**src/rtl/stream_mux.sv**
```systemverilog
// rtl/stream_mux.sv - N-to-1 stream multiplexer with fixed or round-robin select and one output register stage
// Optional transfer counter on output xfer_count is built when STREAM_MUX_XFER_CNT_EN is defined.
module stream_mux #(
  parameter int WIDTH  = 8,
  parameter int NUM_IN = 4,
  parameter int SEL_W  = 2
) (
  input  logic                      CLK,
  input  logic                      RESET_N,
  input  logic [NUM_IN*WIDTH-1:0]   in_data,
  input  logic [NUM_IN-1:0]         in_valid,
  output logic [NUM_IN-1:0]         in_ready,
  input  logic [SEL_W-1:0]          sel,
  input  logic                      mode,
  output logic [WIDTH-1:0]          out_data,
  output logic                      out_valid,
  input  logic                      out_ready,
  output logic [SEL_W-1:0]          out_chan
`ifdef STREAM_MUX_XFER_CNT_EN
  ,
  output logic [15:0]               xfer_count
`endif
);

  logic [SEL_W-1:0] rr_ptr;
  logic [SEL_W-1:0] grant_idx;
  logic [SEL_W-1:0] cand;
  logic [SEL_W:0]   sum;
  logic [SEL_W-1:0] next_ptr;
  logic [WIDTH-1:0] sel_data;
  logic             any_grant;
  logic             can_load;
  logic             ld;

  always_comb begin
    any_grant = 1'b0;
    grant_idx = '0;
    cand      = '0;
    sum       = '0;
    if (!mode) begin
      for (int i = 0; i < NUM_IN; i++) begin
        if (sel == SEL_W'(i)) begin
          grant_idx = SEL_W'(i);
          any_grant = in_valid[i];
        end
      end
    end else begin
      // Walk offsets high to low so the channel closest to rr_ptr wins last.
      for (int k = NUM_IN - 1; k >= 0; k--) begin
        sum = {1'b0, rr_ptr} + (SEL_W+1)'(k);
        if (sum >= (SEL_W+1)'(NUM_IN)) sum = sum - (SEL_W+1)'(NUM_IN);
        cand = sum[SEL_W-1:0];
        if (in_valid[cand]) begin
          any_grant = 1'b1;
          grant_idx = cand;
        end
      end
    end
  end

  always_comb begin
    sel_data = '0;
    for (int i = 0; i < NUM_IN; i++) begin
      if (grant_idx == SEL_W'(i)) sel_data = in_data[i*WIDTH +: WIDTH];
    end
  end

  assign can_load = !out_valid || out_ready;
  assign ld       = can_load && any_grant;
  assign in_ready = (RESET_N && ld) ? (NUM_IN'(1) << grant_idx) : '0;
  assign next_ptr = (grant_idx == SEL_W'(NUM_IN - 1)) ? '0 : grant_idx + SEL_W'(1);

  always_ff @(posedge CLK or negedge RESET_N) begin
    if (!RESET_N) begin
      out_valid <= 1'b0;
      out_data  <= '0;
      out_chan  <= '0;
      rr_ptr    <= '0;
    end else begin
      if (ld) begin
        out_valid <= 1'b1;
        out_data  <= sel_data;
        out_chan  <= grant_idx;
        if (mode) rr_ptr <= next_ptr;
      end else if (out_ready) begin
        out_valid <= 1'b0;
      end
    end
  end

`ifdef STREAM_MUX_XFER_CNT_EN
  always_ff @(posedge CLK or negedge RESET_N) begin
    if (!RESET_N) begin
      xfer_count <= '0;
    end else if (out_valid && out_ready && xfer_count != 16'hFFFF) begin
      xfer_count <= xfer_count + 16'd1;
    end
  end
`endif

endmodule

```
**config.mk**
```make
export PLATFORM = sky130hd
export DESIGN_NAME = stream_mux
export DESIGN_NICKNAME = d
export VERILOG_FILES = /design/src/rtl/stream_mux.sv
export SDC_FILE = /design/constraint.sdc
export NUM_CORES = 1
export LEC_CHECK = 0
export CAP_MARGIN = 40
export CORE_ASPECT_RATIO = 0.7
export CORE_MARGIN = 2
export CORE_UTILIZATION = 38
export DETAILED_ROUTE_END_ITERATION = 6
export HOLD_SLACK_MARGIN = 0.05
export PLACE_DENSITY = 0.87
export SLEW_MARGIN = 30
export SYNTH_ARGS = -nofsm -noshare
export SYNTH_HDL_FRONTEND = slang
export SYNTH_SLANG_ARGS = --single-unit
```
**constraint.sdc**
```tcl
create_clock -name CLK -period 3.2 [get_ports CLK]
set_input_delay 0.64 -clock CLK [delete_from_list [all_inputs] [get_ports CLK]]
set_output_delay 0.64 -clock CLK [all_outputs]
set_load 0.02 [all_outputs]
```
==> results.toml <==
[power]
finalPower_mw = 1.14
clkPwrFrac_pct = 12.8
p_per_area_nw_per_um2 = 598
internal_power_uw = 716
power_frac_comb_pct = 62.1
swShare_pct = 37.4
p_switching_uw = 427
power_frac_seq_pct = 25.1
ir_drop_uv = 438
p_leak_nw = 0.859

[yosys]
syn_avg_cell_area_um2 = 9.61
ys_warn_count = 0
syn_inst = 107
synth_cell_types = 30
syn_area_um2 = 1030
ys_seq_area_share_pct = 31.6
syn-num-nets = 153
ys_ff_latch = 13

[placed_design]
place_area_um2 = 1770
dpl.cell_count = 214
numPortBuffers = 56
post-dp-hpwl_um = 2630
gp_congestion = 0.933

[min_path]
worstHoldStart = "out_data[3]"
min_path_type = "reg -> reg"
worst_hold_path.endpoint = "out_data[3]"
holdPathStages = 1

[flow_run]
cap_viol_max_count = 0

[finish]
drive_above_1_share_pct = 30.3
seq_area_um2 = 325
fillers = 165
multi_input_area_um2 = 747
final_cell_mix = "clkdlybuf4s50_1, buf_4, dfrtp_1, nand2_1, nor2b_1"
final_area_um2 = 1910
final_common_cell = "clkdlybuf4s50_1"
finalNetCount = 232
antenna_cells = 0
stdcell_count = 219
syn_to_final_growth_pct = 85.9

[timing]
worst_pin_slew_ns = 0.736
post-route-period-util_pct = 96.9
finClkSkew_ns = 0.00130
setup_tns_ns = 0
max_slew_margin_pct = 50.3
holdWs_ns = 0.514
finalSetupViolCount = 0
fin_crit_ns = 3.10
drv_slew = 0
hold_violations = 0
fmax_mhz = 323

[routing]
drt-total-wl_um = 3500
dr.pass1.iters = 5
vias = 1127
ant_nets = 0
route.detailed.drc = 0
wl_per_cell_um = 16.0
viasPerCell = 5.15
drtIter0Drc = 38

[setup_path]
worstPathMaxFanout = 10
critPathMaxStageDelay_ns = 0.46
crit_top_cell = "buf_4"
path_buf_inv = 6
startpoint_type = "primary input"
worstReg2RegEnd = "out_data[7]"
end_kind = "flop"
required_ns = 3.39
reg2reg_depth = 11
critPathKind = "in -> reg"
slowest_stage = "clkdlybuf4s50_1"
r2r-start = "rr_ptr[1]"
r2r_slack_ns = 0.57
path_cells = "clkdlybuf4s50_1 -> buf_4 -> nor2_1 -> nor3_1 -> o32ai_2 -> buf_4 -> inv_1 -> ha_1 -> buf_4 -> nor2b_2 -> buf_4 -> a221oi_1 -> o31ai_1 -> mux2_4"
cpLargestDelayFamily = "buffers and inverters"
cp.arrival_ns = 3.29

[clocking]
path_clk_slew_ns = 0.05
cts_tree = "yes"
clock_sinks = 13
hold_buffers = 0
cts_buffers = 3
h-tree-depth = 1
root_buffer = "clkbuf_8"
ctsLongestPathBuffers = 2
clock_latency_ns = 0.25

[global_routing]
grt_pass1_vias = 1092
grt_pass1_wl_um = 5050
gr-total-overflow = 0
grt_max_degree = 18
antenna_found_initial = 0
gr-usage-all-layers_pct = 22.1

[floorplanning]
dieArea_um2 = 3150
fp.coreArea_um2 = 2510
die_y_um = 47.5
io-pin-count = 57
fp-row-count = 15
die_w_um = 66.2
start_util_pct = 40.9

[outcome]
outcome = "finished, final reports clean"
-- final cells by class --
| type | instances | area share [%] |
|---|---|---|
| sequential | 13 | 17.0 |
| clock buffer | 4 | 2.36 |
| tap | 34 | 2.23 |
| multi-input combinational | 83 | 39.1 |
| timing repair buffer | 79 | 38.2 |
| inverter | 6 | 1.18 |
-- through the flow --
stage | utilization [%] | setup slack (ns)
after floorplan | - | 0.124
after global placement | 70.4 | -0.289
after detailed placement | 70.4 | -0.375
after CTS | 73.5 | 0.00306
after global routing | 76.0 | -0.0297
final | 76.0 | 0.0996
-- sequential cells by signal, indices dropped and copies added, names as in the netlist --
| register | count |
|---|---|
| out_data | 8 |
| out_chan | 2 |
| rr_ptr | 2 |
| out_valid | 1 |
-- worst register-to-register path: stages, from the launching register on --
cell	delay [ns]
dfrtp_1	0.44
a21boi_1	0.18
o41ai_2	0.33
buf_4	0.18
inv_1	0.06
ha_2	0.19
buf_4	0.14
nor2b_2	0.16
buf_4	0.17
a221oi_1	0.24
o31ai_1	0.14
mux2_4	0.27
-- logic make-up (layout without fill, tap and decap cells) --
group | Yosys count | in the layout | synth area share (%)
compound gates | 28 | 28 | 20.6
fa+ha+maj | 4 | 4 | 4.87
simple gates | 38 | 38 | 22.0
mux | 13 | 13 | 16.2
buf+inv | 11 | 89 | 4.74
flops | 13 | 13 | 31.6
-- synth_stat cells --
library cell  number  share of area, %
o32ai_1            1              0.85
o31ai_1            8               5.8
mux2_4             6               8.8
or3b_2             1              0.85
o41ai_1            1              0.85
nor3_1             1              0.49
mux2i_1            2               1.9
or2b_1             2               1.5
or2_0              1              0.61
nor3b_1            1              0.73
mux2_2             5               5.5
nand2_1           10               3.7
ha_1               4               4.9
nor3b_4            1               1.8
a221oi_1           7               6.0
a21oi_1            3               1.5
buf_6              1               1.1
a22o_1             2               1.7
a21boi_0           1              0.73
nor4_2             1               1.2
inv_1              6               2.2
nand2b_1           3               1.8
and3_1             4               2.4
o311ai_0           1              0.85
clkbuf_1           4               1.5
nor2_1             4               1.5
o21ai_0            3               1.5
nor2b_1            9               5.5
dfrtp_1           13                32
a2bb2oi_1          1              0.85
-- metal layers --
metal,GRT usage (%),vias to the layer above,part of all wire (%)
li1,-,550,-
met1,26.2,526,44
met2,39.8,43,48
met3,7.29,8,6.4
met4,6.12,0,1.9
met5,0,-,0
-- power by group through the flow --
stage | sequential (mW) | clock [mW] | combinational, mW
4_1_cts | 0.282 | 0.148 | 0.673
2_1_floorplan | 0.348 | 0 | 0.271
5_1_grt | 0.294 | 0.158 | 0.755
6_report | 0.287 | 0.146 | 0.710
3_3_place_gp | 0.282 | 0 | 0.621
3_5_place_dp | 0.282 | 0 | 0.641
-- what timing repair did --
item | in CTS | in global routing
gates resized for setup | 21 | 14
pin swaps | 0 | 3
buffers inserted | 1 | 0
endpoints found under the setup margin | 8 | 11
cloned | 0 | 0
-- worst max-delay path by stage --
stage,startpoint,to,cells past startpoint
6_report,in_valid[1],out_data[7],14
5_1_grt,in_valid[1],out_data[7],14
4_1_cts,mode,out_data[3],13
3_5_place_dp,mode,out_data[3],13
3_3_place_gp,mode,in_ready[0],9
2_1_floorplan,in_valid[0],in_ready[3],7
No activity file was read; power rests on OpenSTA's default activity.
